$ cat src/rtl/cpu_pkg.sv
// Shared opcode/state encodings and width derivations for the parameterised multicycle CPU.
package cpu_pkg;

    localparam int OPCODE_W = 3;

    typedef enum logic [2:0] {
        OP_ADD  = 3'd0,
        OP_SUB  = 3'd1,
        OP_AND  = 3'd2,
        OP_OR   = 3'd3,
        OP_LDI  = 3'd4,
        OP_JMP  = 3'd5,
        OP_BZ   = 3'd6,
        OP_HALT = 3'd7
    } opcode_e;

    typedef enum logic [2:0] {
        ST_IDLE   = 3'd0,
        ST_FETCH  = 3'd1,
        ST_DECODE = 3'd2,
        ST_EXEC   = 3'd3,
        ST_WB     = 3'd4,
        ST_HALT   = 3'd5
    } state_e;

    function automatic int f_ra_w(input int nregs);
        return $clog2(nregs);
    endfunction

    function automatic int f_pc_w(input int imem_depth);
        return $clog2(imem_depth);
    endfunction

    function automatic int f_instr_w(input int ra_w);
        return OPCODE_W + 3 * ra_w;
    endfunction

endpackage

$ cat src/rtl/cpu_regfile.sv
// Register file: one write port, two operand read ports and a debug read port, async reset.
module cpu_regfile #(
    parameter int DATA_W = 8,
    parameter int NREGS  = 4,
    parameter int RA_W   = 2
)(
    input  logic              clk,
    input  logic              rst,
    input  logic              i_we,
    input  logic [RA_W-1:0]   i_waddr,
    input  logic [DATA_W-1:0] i_wdata,
    input  logic [RA_W-1:0]   i_raddr_a,
    output logic [DATA_W-1:0] o_rdata_a,
    input  logic [RA_W-1:0]   i_raddr_b,
    output logic [DATA_W-1:0] o_rdata_b,
    input  logic [RA_W-1:0]   i_dbg_addr,
    output logic [DATA_W-1:0] o_dbg_data
);

    logic [DATA_W-1:0] r_regs [NREGS];

    // Register storage; reads are combinational so a same-cycle write shows the old value.
    always_ff @(posedge clk or posedge rst) begin
        if (rst) begin
            for (int i = 0; i < NREGS; i++) begin
                r_regs[i] <= {DATA_W{1'b0}};
            end
        end else if (i_we) begin
            r_regs[i_waddr] <= i_wdata;
        end
    end

    assign o_rdata_a  = r_regs[i_raddr_a];
    assign o_rdata_b  = r_regs[i_raddr_b];
    assign o_dbg_data = r_regs[i_dbg_addr];

endmodule

$ cat src/rtl/param_multicycle_cpu.sv
// Parameterised multicycle CPU: FETCH/DECODE/EXEC/WB sequencer over a writable instruction
// memory that survives reset, with a separate register file.
module param_multicycle_cpu
    import cpu_pkg::*;
#(
    parameter  int DATA_W     = 8,
    parameter  int NREGS      = 4,
    parameter  int IMEM_DEPTH = 16,
    localparam int RA_W       = f_ra_w(NREGS),
    localparam int PC_W       = f_pc_w(IMEM_DEPTH),
    localparam int INSTR_W    = f_instr_w(RA_W)
)(
    input  logic               clk,
    input  logic               rst,
    input  logic               start,
    input  logic               prog_we,
    input  logic [PC_W-1:0]    prog_addr,
    input  logic [INSTR_W-1:0] prog_data,
    input  logic [RA_W-1:0]    dbg_addr,
    output logic [DATA_W-1:0]  dbg_data,
    output logic [PC_W-1:0]    pc,
    output logic [2:0]         state,
    output logic               busy,
    output logic               halted,
    output logic               zero_flag,
    output logic               wb_valid,
    output logic [RA_W-1:0]    wb_addr,
    output logic [DATA_W-1:0]  wb_data
);

    if (PC_W > 3 * RA_W) begin : g_bad_pc_w
        $error("param_multicycle_cpu: PC_W exceeds the 3*RA_W jump target field");
    end
    if (DATA_W < 4) begin : g_bad_data_w
        $error("param_multicycle_cpu: DATA_W must be at least 4");
    end
    if ((NREGS < 4) || ((32'd1 << RA_W) != NREGS)) begin : g_bad_nregs
        $error("param_multicycle_cpu: NREGS must be a power of two >= 4");
    end

    state_e             r_state;
    logic [PC_W-1:0]    r_pc;
    logic [INSTR_W-1:0] r_ir;
    logic [DATA_W-1:0]  r_op_a;
    logic [DATA_W-1:0]  r_op_b;
    logic               r_zero;
    logic               r_wb_valid;
    logic [RA_W-1:0]    r_wb_addr;
    logic [DATA_W-1:0]  r_wb_data;
    logic [INSTR_W-1:0] r_imem [IMEM_DEPTH];

    opcode_e            w_opcode;
    logic [RA_W-1:0]    w_rs1;
    logic [RA_W-1:0]    w_rs2;
    logic [RA_W-1:0]    w_rd;
    logic [DATA_W-1:0]  w_imm;
    logic [PC_W-1:0]    w_target;
    logic [PC_W-1:0]    w_pc_inc;
    logic [DATA_W-1:0]  w_rdata_a;
    logic [DATA_W-1:0]  w_rdata_b;
    logic [DATA_W-1:0]  w_alu_res;
    logic               w_prog_ok;
    logic               w_rf_we;

    assign w_opcode  = opcode_e'(r_ir[INSTR_W-1 -: OPCODE_W]);
    assign w_rs1     = r_ir[3*RA_W-1 -: RA_W];
    assign w_rs2     = r_ir[2*RA_W-1 -: RA_W];
    assign w_rd      = r_ir[RA_W-1:0];
    assign w_imm     = DATA_W'({w_rs1, w_rs2});
    assign w_target  = PC_W'({w_rs1, w_rs2, w_rd});
    assign w_pc_inc  = r_pc + PC_W'(1'b1);
    assign w_prog_ok = (r_state == ST_IDLE) || (r_state == ST_HALT);
    assign w_rf_we   = (r_state == ST_WB);

    cpu_regfile #(
        .DATA_W (DATA_W),
        .NREGS  (NREGS),
        .RA_W   (RA_W)
    ) u_regfile (
        .clk        (clk),
        .rst        (rst),
        .i_we       (w_rf_we),
        .i_waddr    (r_wb_addr),
        .i_wdata    (r_wb_data),
        .i_raddr_a  (w_rs1),
        .o_rdata_a  (w_rdata_a),
        .i_raddr_b  (w_rs2),
        .o_rdata_b  (w_rdata_b),
        .i_dbg_addr (dbg_addr),
        .o_dbg_data (dbg_data)
    );

    // Program loading; deliberately outside the reset domain so a reset can rerun the image.
    always_ff @(posedge clk) begin
        if (prog_we && w_prog_ok) begin
            r_imem[prog_addr] <= prog_data;
        end
    end

    // ALU result for arithmetic/logic ops and LDI, wrapping at DATA_W bits.
    always_comb begin
        w_alu_res = {DATA_W{1'b0}};
        case (w_opcode)
            OP_ADD:  w_alu_res = r_op_a + r_op_b;
            OP_SUB:  w_alu_res = r_op_a - r_op_b;
            OP_AND:  w_alu_res = r_op_a & r_op_b;
            OP_OR:   w_alu_res = r_op_a | r_op_b;
            OP_LDI:  w_alu_res = w_imm;
            default: w_alu_res = {DATA_W{1'b0}};
        endcase
    end

    // Instruction sequencer; wb_valid is high exactly for the WB cycle.
    always_ff @(posedge clk or posedge rst) begin
        if (rst) begin
            r_state    <= ST_IDLE;
            r_pc       <= {PC_W{1'b0}};
            r_ir       <= {INSTR_W{1'b0}};
            r_op_a     <= {DATA_W{1'b0}};
            r_op_b     <= {DATA_W{1'b0}};
            r_zero     <= 1'b0;
            r_wb_valid <= 1'b0;
            r_wb_addr  <= {RA_W{1'b0}};
            r_wb_data  <= {DATA_W{1'b0}};
        end else begin
            r_wb_valid <= 1'b0;
            case (r_state)
                ST_IDLE, ST_HALT: begin
                    if (start) begin
                        r_pc    <= {PC_W{1'b0}};
                        r_state <= ST_FETCH;
                    end
                end
                ST_FETCH: begin
                    r_ir    <= r_imem[r_pc];
                    r_state <= ST_DECODE;
                end
                ST_DECODE: begin
                    r_op_a <= w_rdata_a;
                    r_op_b <= w_rdata_b;
                    if (w_opcode == OP_HALT) begin
                        r_state <= ST_HALT;
                    end else begin
                        r_state <= ST_EXEC;
                    end
                end
                ST_EXEC: begin
                    case (w_opcode)
                        OP_JMP: begin
                            r_pc    <= w_target;
                            r_state <= ST_FETCH;
                        end
                        OP_BZ: begin
                            r_pc    <= r_zero ? w_target : w_pc_inc;
                            r_state <= ST_FETCH;
                        end
                        default: begin
                            r_zero     <= (w_alu_res == {DATA_W{1'b0}});
                            r_wb_valid <= 1'b1;
                            r_wb_addr  <= w_rd;
                            r_wb_data  <= w_alu_res;
                            r_state    <= ST_WB;
                        end
                    endcase
                end
                ST_WB: begin
                    r_pc    <= w_pc_inc;
                    r_state <= ST_FETCH;
                end
                default: begin
                    r_state <= ST_IDLE;
                end
            endcase
        end
    end

    assign pc        = r_pc;
    assign state     = r_state;
    assign busy      = (r_state == ST_FETCH) || (r_state == ST_DECODE) ||
                       (r_state == ST_EXEC)  || (r_state == ST_WB);
    assign halted    = (r_state == ST_HALT);
    assign zero_flag = r_zero;
    assign wb_valid  = r_wb_valid;
    assign wb_addr   = r_wb_addr;
    assign wb_data   = r_wb_data;

endmodule
$ cat config.mk
export PLATFORM = sky130hd
export DESIGN_NAME = param_multicycle_cpu
export DESIGN_NICKNAME = d
export VERILOG_FILES = /design/src/rtl/cpu_pkg.sv /design/src/rtl/cpu_regfile.sv /design/src/rtl/param_multicycle_cpu.sv
export SDC_FILE = /design/constraint.sdc
export NUM_CORES = 1
export LEC_CHECK = 0
export CAP_MARGIN = 40
export CORE_ASPECT_RATIO = 1.5
export CORE_MARGIN = 2
export CORE_UTILIZATION = 48
export CTS_CLUSTER_SIZE = 8
export DETAILED_ROUTE_END_ITERATION = 10
export PLACE_DENSITY = 0.79
export SYNTH_ARGS = -nofsm -noshare
export SYNTH_HDL_FRONTEND = slang
export SYNTH_SLANG_ARGS = --single-unit
$ cat constraint.sdc
create_clock -name clk -period 3.2 [get_ports clk]
set_clock_uncertainty 0.15 [all_clocks]
set_input_delay 0.48 -clock clk [delete_from_list [all_inputs] [get_ports clk]]
set_output_delay 0.48 -clock clk [all_outputs]
set_load 0.01 [all_outputs]
; ---- After elaboration in Yosys (flattened, before gate mapping)
; Memory sizes are Yosys's and may differ from the RTL's. A register that Yosys moved wholly into a read port is not among the register bits.
; Cells that the tools add are included.
[totals]
register_bits = 67
ramBits = 144
inputBits = 19
elab_cells = 81
mem_count = 1
[memory_table]
columns = name, depth, word_bits, rd, rd_clocked_by_memory_dff, wr, line
row1 = r_imem, 16, 9, 1, 1, 1, param_multicycle_cpu.sv:50  ; logic [INSTR_W-1:0] r_imem [IMEM_DEPTH];
[classes]
addsub = 3
order_cmp = 5
n_eq_ne = 14
muxes = 25
bitwise = 7
n_reduce_logical = 14
[ops]
columns = op, n
row1 = $mux 8, 7
row2 = $bmux 8 s2, 3
row3 = $pmux 8 s5, 1
row4 = $bwmux 32, 1
row5 = $eq 3x3->1 const B, 6
row6 = $demux 8 s2, 1
row7 = $pmux 3 s5, 1
row8 = $eq 3x2->1 const B, 4
row9 = $ge 3x3->1 const B, 4
row10 = $not 2->3, 4
row11 = $pmux 4 s3, 1
row12 = $mux 3, 3
row13 = $add 8x8->8, 1
row14 = $and 8x8->8, 1
row15 = $logic_not 8->1, 1
row16 = $mux 4, 2
row17 = $or 8x8->8, 1
row18 = $pmux 4 s2, 1
row19 = $sub 8x8->8, 1
row20 = $eq 3x1->1 const B, 2
row21 = $logic_not 3->1, 2
row22 = $add 4x1->4 const B, 1
row23 = $logic_or 1x1->1, 4
row24 = $mux 1, 4
row25 = other kinds (9), 11

; ---- Depth between registers and ports, before layout
; Gate-level depths: netlist of run 1.
[depth]
word_depth = 6
ltp_mapped = 11
depth_no_buf = 11

; ---- Cells and area by module
; From an unflattened synthesis of run 1, not the netlist that was laid out.
[hier_totals]
hier_cells = 580
hier_area_um2 = 9897.0
[by_module_without_submodules]
columns = mod, instances, cells_per_inst, area_each_um2, seq_area_each_um2
row1 = param_multicycle_cpu, 1, 481, 8110.3, 5425.2
row2 = cpu_regfile, 1, 99, 1786.7, 800.8

; ---- Worst setup path after synthesis of run 1
; OpenSTA, ideal clock, no wires.
[synth_timing]
path_kind = register to register
from = register r_ir[8] (read register of r_imem)
to = register r_zero (netlist: zero_flag)
arrival_time_ps = 2770
required_ps = 2924
slack_ps = 154
path_stages_with_launch = 11
n_path_buf = 1
synth_period_minus_slack_ps = 3046
cell_sequence = dfrtp_1 buf_2 nor3b_4 mux2_2 fa_1 nand2b_1 a21oi_1 a21oi_1 or4b_2 nand3_1 o41ai_2
[synth_between]
elab_chain_cells = 4
[synth_lines]
columns = item, line
row1 = "start, declared", param_multicycle_cpu.sv:43  ; logic [INSTR_W-1:0] r_ir;
row2 = "parallel branches: the longest is 4 deep, another holds $pmux 8 s5", --
row3 = "end signal, assigned", param_multicycle_cpu.sv:158  ; r_zero <= (w_alu_res == {DATA_W{1'b0}});
row4 = "end, declared", param_multicycle_cpu.sv:46  ; logic r_zero;
; Parallel ways; which one is timed is not known.
; A chain may end at the register's enable or synchronous reset.

; ---- Worst setup path in the final report of run 1
[layout_timing]
from = register r_op_b[1]
to = register r_zero (netlist: zero_flag)
[layout_between]
elab_chain_cells = 3
[layout_lines]
columns = item, line
row1 = "start, declared", param_multicycle_cpu.sv:45  ; logic [DATA_W-1:0] r_op_b;
row2 = "start signal, assigned", param_multicycle_cpu.sv:120  ; r_op_b <= {DATA_W{1'b0}};
row3 = "start signal, assigned", param_multicycle_cpu.sv:140  ; r_op_b <= w_rdata_b;
row4 = "$sub 8x8->8, or another cell as far along", param_multicycle_cpu.sv:105  ; OP_SUB: w_alu_res = r_op_a - r_op_b;
row5 = $pmux 8 s5 (*), param_multicycle_cpu.sv:103  ; case (w_opcode)
row6 = $logic_not 8->1 (*), param_multicycle_cpu.sv:158
; Mark *: on every way between the ends. The rest lies on a longest branch, timed or not.

==> flow_summary.toml, run 1 <==
[power]
comb_power_share = 0.390
p_seq_frac = 0.356
max-vdd-ir-drop_v = 0.000558
total_power_w = 0.0116
leakagePower_nw = 4.37
powerDensity_nw_per_um2 = 992
p_int_w = 0.00756
p_switching_w = 0.00405
switching_share = 0.349
clock_power_share = 0.254

[placed_design]
dp.final_hpwl_um = 15700
portBuffers = 47
place_area_sq_um = 10800
gp_congestion = 0.885
dp.cells = 934

[cells_and_area]
final_cells = 985
antennaDiodeCount = 0
synthToLayoutAreaGrowth_pct = 18.1
final_cell_area_sq_um = 11700
drive_above_1_share = 0.250
nets = 734

[synth]
yosys.area.top_type = "edfxtp_1"
synth_area_leaders = "edfxtp_1 (44%), dfrtp_1 (19%), mux4_2 (12%)"
syn-cell-area_sq_um = 9910
yosysMostFrequentCell = "edfxtp_1"
synth_warnings = 0
synth_edf_count = 144
yosysTopAreaCellShare = 0.436
synth_seq_cells = 220
yosysSeqAreaShare = 0.628
synth_cells = 622
yosys-top-cells-count = "edfxtp_1 (144), dfrtp_1 (76), mux4_2 (51), mux2_2 (48), nand2_1 (43)"
synth_flop_cell = "edfxtp_1"
synth.avg_cell_area_sq_um = 15.9
syn_nets = 653
ys_types = 55
ys_async_sr_fraction = 0.345

[drt]
antenna_left = 0
via_per_inst = 6.01
first_pass_iters = 6
avgRoutedWirePerCell_um = 23.2
vias = 5915
drt-total-wl_um = 22900
drt_iter0_drc = 631
drc = 0

[timing]
slew_headroom = 0.481
tightest_slew_ns = 0.779
setup_tns_ns = 0
finalCritPeriodShare = 0.952
setup_viol = 0
clock.fmax_mhz = 328
fin_crit_ns = 3.05
hold-worst-slack_ns = 0.174
drv_slew = 0
rsz0062_at_grt = "false"
final_hold_viol_count = 0

[die]
die-area_sq_um = 21800
initial_core_util = 0.487
core_sq_um = 20300
dieHeight_um = 180
die_w_um = 121
num_rows = 64
io_pins = 48

[clock_tree]
cts_htree_levels = 1
clockRootBuffer = "clkbuf_16"
clock_latency_ns = 0.55
cts_inserted_buffers = 31
post_cts_buffers = 0
cts.sinks = 220
clockBufferDepth = 3
cts_tree = "yes"
clk_pin_slew_ns = 0.06

[min_path]
hp-class = "primary input to async pin"

[setup_path]
crit_path_start_kind = "flip-flop"
arrival_ns = 3.32
critPathMaxFanout = 5
critPathKind = "flip-flop to flip-flop"
end_kind = "flip-flop"
r2r_slack_ns = 0.15
crit_required_ns = 3.48

[grt]
grt_pass1_vias = 6394
grtUsageTotal = 0.217
antenna_found_initial = 0
grt_max_degree = 36
grt_first_pass_wirelength_um = 36000
gr-total-overflow = 0

[status]
status = "finished clean"

[job]
cap_viol_max_count = 0
state kept, by name (all words and copies together) (netlist names):
| name | flops |
|---|---|
| pc | 4 |
| r_imem | 144 |
| r_ir | 9 |
| r_op_a | 8 |
| r_op_b | 8 |
| state | 3 |
| u_regfile.r_regs | 32 |
| wb_addr | 2 |
| wb_data | 8 |
| wb_valid | 1 |
| zero_flag | 1 |
cells by family (layout without fill, tap and decap cells):
logic type | Yosys count | in the layout | share of synthesized area
compound gates | 80 | 80 | 0.0567
xor+xnor | 15 | 15 | 0.0133
fa+ha+maj | 18 | 18 | 0.0220
buf+inv | 50 | 149 | 0.0240
flops | 220 | 220 | 0.628
mux | 118 | 118 | 0.196
simple gates | 121 | 121 | 0.0594
cell usage in the layout (no fill, tap or decap), drive strengths merged, types with 31 or more instances in the layout:
| cell | instances |
|---|---|
| clkdlybuf4s50 | 47 |
| mux4 | 55 |
| nor2 | 31 |
| dfrtp | 76 |
| clkbuf | 50 |
| edfxtp | 144 |
| mux2 | 48 |
| nand2 | 43 |
| buf | 36 |
power by group through the flow:
stage	Combinational [W]	Clock, W	Sequential (W)
5_1_grt	0.00492	0.00312	0.00420
6_report	0.00453	0.00294	0.00413
3_5_place_dp	0.00450	0	0.00418
2_1_floorplan	0.00350	0	0.00379
4_1_cts	0.00453	0.00300	0.00413
3_3_place_gp	0.00442	0	0.00414
what timing repair did:
item / CTS / global route
endpoints found under the setup margin: 0 / 2
endpoints found under the hold margin: 0 / 0
hold buffers: 0 / 0
gates resized for setup: 0 / 1
final cells by class:
type / count / area (sq um)
Inverter: 15 / 56.3
Clock buffer: 50 / 868
Tap cell: 264 / 330
Sequential cell: 220 / 6230
Fill cell: 1522 / 8640
Multi-Input combinational cell: 352 / 3440
Timing Repair Buffer: 83 / 766
Clock inverter: 1 / 8.76
metal layers:
metal / share of wire / global-route usage
met1: 0.36 / 0.251
met2: 0.54 / 0.391
met3: 0.056 / 0.0305
met4: 0.049 / 0.0993
met5: 0 / 0
final timing paths:
| check | start | to | depth (start not counted) |
|---|---|---|---|
| max | r_op_b[1]$_DFFE_PP0P_ | zero_flag$_DFFE_PP0P_ | 10 |
| min | rst | wb_addr[1]$_DFFE_PP0P_ | 2 |
| max reg2reg | r_op_b[1]$_DFFE_PP0P_ | zero_flag$_DFFE_PP0P_ | 10 |
| min reg2reg | u_regfile.r_regs[14]$_DFFE_PP0P_ | u_regfile.r_regs[14]$_DFFE_PP0P_ | 1 |
| max in group asynchronous | rst | r_op_b[1]$_DFFE_PP0P_ | 3 |
| min in group clk | u_regfile.r_regs[14]$_DFFE_PP0P_ | u_regfile.r_regs[14]$_DFFE_PP0P_ | 1 |
worst max-delay path, stage by stage (launching register included):
cell and delay (ns):
dfrtp_2 0.42, inv_1 0.09, ha_1 0.22, mux2_2 0.28, fa_1 0.40, nand2b_1 0.16
a21oi_1 0.20, a21oi_1 0.12, or4b_2 0.63, nand3_1 0.16, o41ai_2 0.10
stage by stage:
step / util / setup WS [ns]
floorplan: - / 0.154
global placement: 0.532 / 0.191
detailed placement: 0.532 / 0.136
CTS: 0.575 / 0.134
global route: 0.575 / 0.000907
finish: 0.575 / 0.154
No activity file was read; power rests on OpenSTA's default activity.
==> run 2: changes to the inputs <==
Settings changed: CTS_CLUSTER_SIZE 8 to default.
==> run 2 against run 1 <==
- count of clock-buffer cells in the layout shrank 21
- routed wire length down 2.0%
- clock power shrank 22%
- register-to-register slack better by 0.02 ns
- maximum frequency rose by 0.74%
- critical endpoint unchanged
- highest routed layer unchanged
- sequential power hardly changed
- critical path depth unchanged
- die area did not move
- design area down 2.1%
==> flow_summary.toml, run 2 (synthesis gave the netlist of run 1 again) <==
[clock_tree]
cts.sinks = 220
cts_tree = "yes"
cts_htree_levels = 1
clockBufferDepth = 3
clk_pin_slew_ns = 0.07
clockRootBuffer = "clkbuf_16"
post_cts_buffers = 0
cts_inserted_buffers = 21
clock_latency_ns = 0.49

[timing]
clock.fmax_mhz = 331
hold-worst-slack_ns = 0.230
tightest_slew_ns = 0.745
final_hold_viol_count = 0
setup_viol = 0
setup_tns_ns = 0
fin_ws_ns = 0.177
finalCritPeriodShare = 0.945
slew_headroom = 0.503
rsz0062_at_grt = "false"
drv_slew = 0
fin_crit_ns = 3.02

[cells_and_area]
synthToLayoutAreaGrowth_pct = 15.6
nets = 724
regMostFlops = "r_imem"
final_common_cell = "edfxtp_1"
reg.largest.list = "r_imem: 144 flops, u_regfile.r_regs: 32 flops, r_ir: 9 flops"
nFillCells = 1564
antennaDiodeCount = 0
largest_reg_flops = 144
drive_above_1_share = 0.252
layout_common_cells = "edfxtp_1 (144), dfrtp_1 (74), mux4_2 (51)"

[placed_design]
pre_cts_slack_ns = 0.136
gp_congestion = 0.885
dp.final_hpwl_um = 15700
portBuffers = 47

[setup_path]
critPathMaxFanout = 5
crit_path_start_kind = "flip-flop"
critPathKind = "flip-flop to flip-flop"
crit_required_ns = 3.42
end_kind = "flip-flop"
arrival_ns = 3.24

[power]
leakagePower_nw = 4.27
clock_power_share = 0.209
p_switching_w = 0.00393
comb_power_share = 0.415
max-vdd-ir-drop_v = 0.000586
powerDensity_nw_per_um2 = 958
p_int_w = 0.00704
p_seq_frac = 0.376
switching_share = 0.358

[die]
initial_core_util = 0.487
core_sq_um = 20300
die-area_sq_um = 21800
num_rows = 64
dieHeight_um = 180
die_w_um = 121
io_pins = 48

[job]
cap_viol_max_count = 0

[grt]
antenna_found_initial = 0
grtUsageTotal = 0.213
gr-total-overflow = 0
grt_max_degree = 36
grt_first_pass_wirelength_um = 35100
grt_pass1_vias = 6150

[drt]
first_pass_iters = 5
drc = 0
antenna_left = 0
via_per_inst = 6.04
avgRoutedWirePerCell_um = 23.2
vias = 5850
drt_iter0_drc = 665
drt-total-wl_um = 22400

[status]
status = "finished clean"

[min_path]
hp-class = "primary input to async pin"
run 2: cell count changes in the layout (fill, tap and decap cells not counted), sizes merged:
cell	previous run	this run
clkinv	1	6
clkbuf	50	29
run 2: layer usage:
metal  global-route usage  part of all wire
met1                0.249              0.36
met2                0.388              0.55
met3               0.0273             0.047
met4               0.0901             0.043
met5                    0                 0
run 2: worst paths after layout:
check                                                    to  depth (start not counted)                        startpoint  slack [ns]
max                                   zero_flag$_DFFE_PP0P_                         10             r_op_b[1]$_DFFE_PP0P_        0.18
min                        u_regfile.r_regs[15]$_DFFE_PP0P_                          2                               rst        0.23
max reg2reg                           zero_flag$_DFFE_PP0P_                         10             r_op_b[1]$_DFFE_PP0P_        0.18
min reg2reg                u_regfile.r_regs[15]$_DFFE_PP0P_                          1  u_regfile.r_regs[15]$_DFFE_PP0P_        0.41
max in group asynchronous             r_op_b[1]$_DFFE_PP0P_                          3                               rst        2.01
min in group clk           u_regfile.r_regs[15]$_DFFE_PP0P_                          1  u_regfile.r_regs[15]$_DFFE_PP0P_        0.41
run 2: power by group through the flow:
stage	combinational [W]	clock, W	sequential, W
after CTS	0.00452	0.00234	0.00412
after floorplan	0.00350	0	0.00379
after detailed placement	0.00450	0	0.00418
after global routing	0.00495	0.00245	0.00420
after global placement	0.00442	0	0.00414
final	0.00455	0.00229	0.00413
run 2: through the flow:
stage / power, W / instance area, sq um / util / std cells
finish: 0.0110 / 11500 / 0.563 / 969
global route: 0.0116 / 11500 / 0.563 / 969
CTS: 0.0110 / 11500 / 0.563 / 969
detailed placement: 0.00868 / 10800 / 0.532 / 934
global placement: 0.00855 / 10800 / 0.532 / 934
floorplan: 0.00730 / 9910 / - / 622
run 2: worst max-delay path: stages (launching register included):
cell and delay, ns:
dfrtp_2 0.43, inv_1 0.09, ha_1 0.22, mux2_2 0.28, fa_1 0.40, nand2b_1 0.17
a21oi_2 0.16, a21oi_1 0.11, or4b_2 0.63, nand3_1 0.16, o41ai_2 0.10
run 2: area by class of cell:
cell class	instances	area (sq um)	area share
clock buffer	29	596	0.0520
clock inverter	6	32.5	0.00284
inverter	15	56.3	0.00491
multi-input combinational	352	3450	0.301
sequential	220	6230	0.544
tap	264	330	0.0288
timing repair buffer	83	766	0.0668
run 2: timing repair:
item / in CTS / in global routing
setup endpoints to repair: 0 / 2
resized for setup: 0 / 2
hold buffers: 0 / 0
==> run 3: changes to the inputs <==
Settings changed: CORE_UTILIZATION 48 to 35, PLACE_DENSITY 0.79 to 0.62.
Clock period 3.2 ns to 3.7 ns, I/O delays scaled along.
==> run 3 against run 2 <==
- die area rose by 36%
- critical path depth fell by 1
- cell count grew 8.0%
- design area increased by 1.5%
- count of clock-buffer cells in the layout is the same
- hold slack improved by 0.077 ns
- setup slack better by 0.39 ns
- highest routed layer unchanged
==> flow_summary.toml, run 3 (synthesis gave the netlist of run 1 again) <==
[clock_tree]
cts_htree_levels = 1
cts_inserted_buffers = 22
cts_tree = "yes"
clockBufferDepth = 3
cts_resized = 0
clockRootBuffer = "clkbuf_16"
clock_latency_ns = 0.50
cts.sinks = 220
cts-hold-fix-buffers = 0
clk_pin_slew_ns = 0.06
post_cts_buffers = 0

[setup_path]
critPathKind = "flip-flop to flip-flop"
critPathMaxFanout = 7
crit_required_ns = 3.93
rr_endpoint = "zero_flag$_DFFE_PP0P_"
arrival_ns = 3.37
r2r_start = "r_ir[8]$_DFFE_PP0N_"
end_kind = "flip-flop"
crit_path_start_kind = "flip-flop"
rr_worst_depth = 9
r2r_slack_ns = 0.57
endpoint = "zero_flag$_DFFE_PP0P_"
startpoint = "r_ir[8]$_DFFE_PP0N_"

[drt]
drc = 0
first_pass_iters = 5
drt-total-wl_um = 22700
vias = 5703
via_per_inst = 5.45
antenna_left = 0
avgRoutedWirePerCell_um = 21.7
drt_iter0_drc = 390

[die]
dieHeight_um = 210
die_w_um = 141
io_pins = 48
num_rows = 75
core_sq_um = 27900
die-area_sq_um = 29700
initial_core_util = 0.355

[power]
total_power_w = 0.00974
max-vdd-ir-drop_v = 0.000407
powerDensity_nw_per_um2 = 838
leakagePower_nw = 4.29

[cells_and_area]
synthToLayoutAreaGrowth_pct = 17.4
reg.largest.list = "r_imem: 144 flops, u_regfile.r_regs: 32 flops, r_ir: 9 flops"
antennaDiodeCount = 0
layout_common_cells = "edfxtp_1 (144), dfrtp_1 (75), mux4_2 (51)"
drive_above_1_share = 0.244
final_common_cell = "edfxtp_1"
final_cells = 1047
largest_reg_flops = 144
regMostFlops = "r_imem"
nets = 716

[timing]
drv_slew = 0
fin_crit_ns = 3.13
rsz0062_at_grt = "false"
finalCritPeriodShare = 0.847
final_hold_viol_count = 0
slew_headroom = 0.424
tightest_slew_ns = 0.860
setup_tns_ns = 0
setup_viol = 0
clock.fmax_mhz = 319

[grt]
grtUsageTotal = 0.156
grt_max_degree = 40
grt_pass1_vias = 6098
antenna_found_initial = 0
gr-total-overflow = 0
grt_first_pass_wirelength_um = 35500

[placed_design]
dp.final_hpwl_um = 15900
dp.cells = 1007
portBuffers = 47
gp_congestion = 0.929

[min_path]
hp-class = "primary input to async pin"

[job]
cap_viol_max_count = 0

[status]
status = "finished clean"
==> run 3: changes by cell type in the layout (fill, tap and decap cells not counted), sizes merged <==
cell,delta
bufinv,+3
clkinv,+2
buf,-9
==> run 3: worst min path at each step <==
stage | to | cells after the start | slack [ns]
floorplan | wb_addr[1]$_DFFE_PP0P_ | 2 | 0.31
global placement | u_regfile.r_regs[9]$_DFFE_PP0P_ | 1 | 0.38
detailed placement | r_ir[0]$_DFFE_PP0N_ | 2 | 0.38
CTS | u_regfile.r_regs[22]$_DFFE_PP0P_ | 2 | 0.32
global route | r_op_b[6]$_DFFE_PP0P_ | 2 | 0.36
finish | r_ir[2]$_DFFE_PP0N_ | 2 | 0.31
==> run 3: critical path, stage by stage, from the launching register on <==
cell and delay, ns:
dfrtp_1 0.40, nor3b_4 0.32, mux2_2 0.40, fa_1 0.42, nand2b_1 0.17, a21oi_1 0.19, a21oi_1 0.11, or4b_2 0.62
nand3_1 0.16, o41ai_2 0.09
==> run 3: metrics by stage <==
stage	hold WS, ns	util	instance area (sq um)	setup WS [ns]
floorplan	0.309	-	9910	0.654
global placement	0.375	0.389	10800	0.562
detailed placement	0.380	0.390	10900	0.555
CTS	0.322	0.417	11600	0.547
global route	0.361	0.417	11600	0.447
finish	0.306	0.417	11600	0.566
==> run 3: power breakdown <==
group / internal, W / total (W) / switching, W
registers: 0.00298 / 0.00352 / 0.000540
logic: 0.00194 / 0.00390 / 0.00196
clock network: 0.00142 / 0.00232 / 0.000898
total: 0.00635 / 0.00974 / 0.00340
==> run 3: final cells by class <==
class / count / area [sq um]
sequential: 220 / 6230
inverter: 15 / 57.6
clock inverter: 11 / 128
timing repair buffer: 74 / 706
tap: 346 / 433
fill: 2484 / 16200
clock buffer: 29 / 637
multi-input combinational: 352 / 3440
==> run 3: routing by layer <==
metal | track usage | up-vias | wire, um | part of all wire
met1 | 0.184 | 2924 | 8790 | 0.39
met3 | 0.0209 | 57 | 964 | 0.042
met2 | 0.284 | 167 | 12000 | 0.53
li1 | - | 2555 | - | -
met4 | 0.0697 | 0 | 925 | 0.041
met5 | 0 | - | 0 | 0
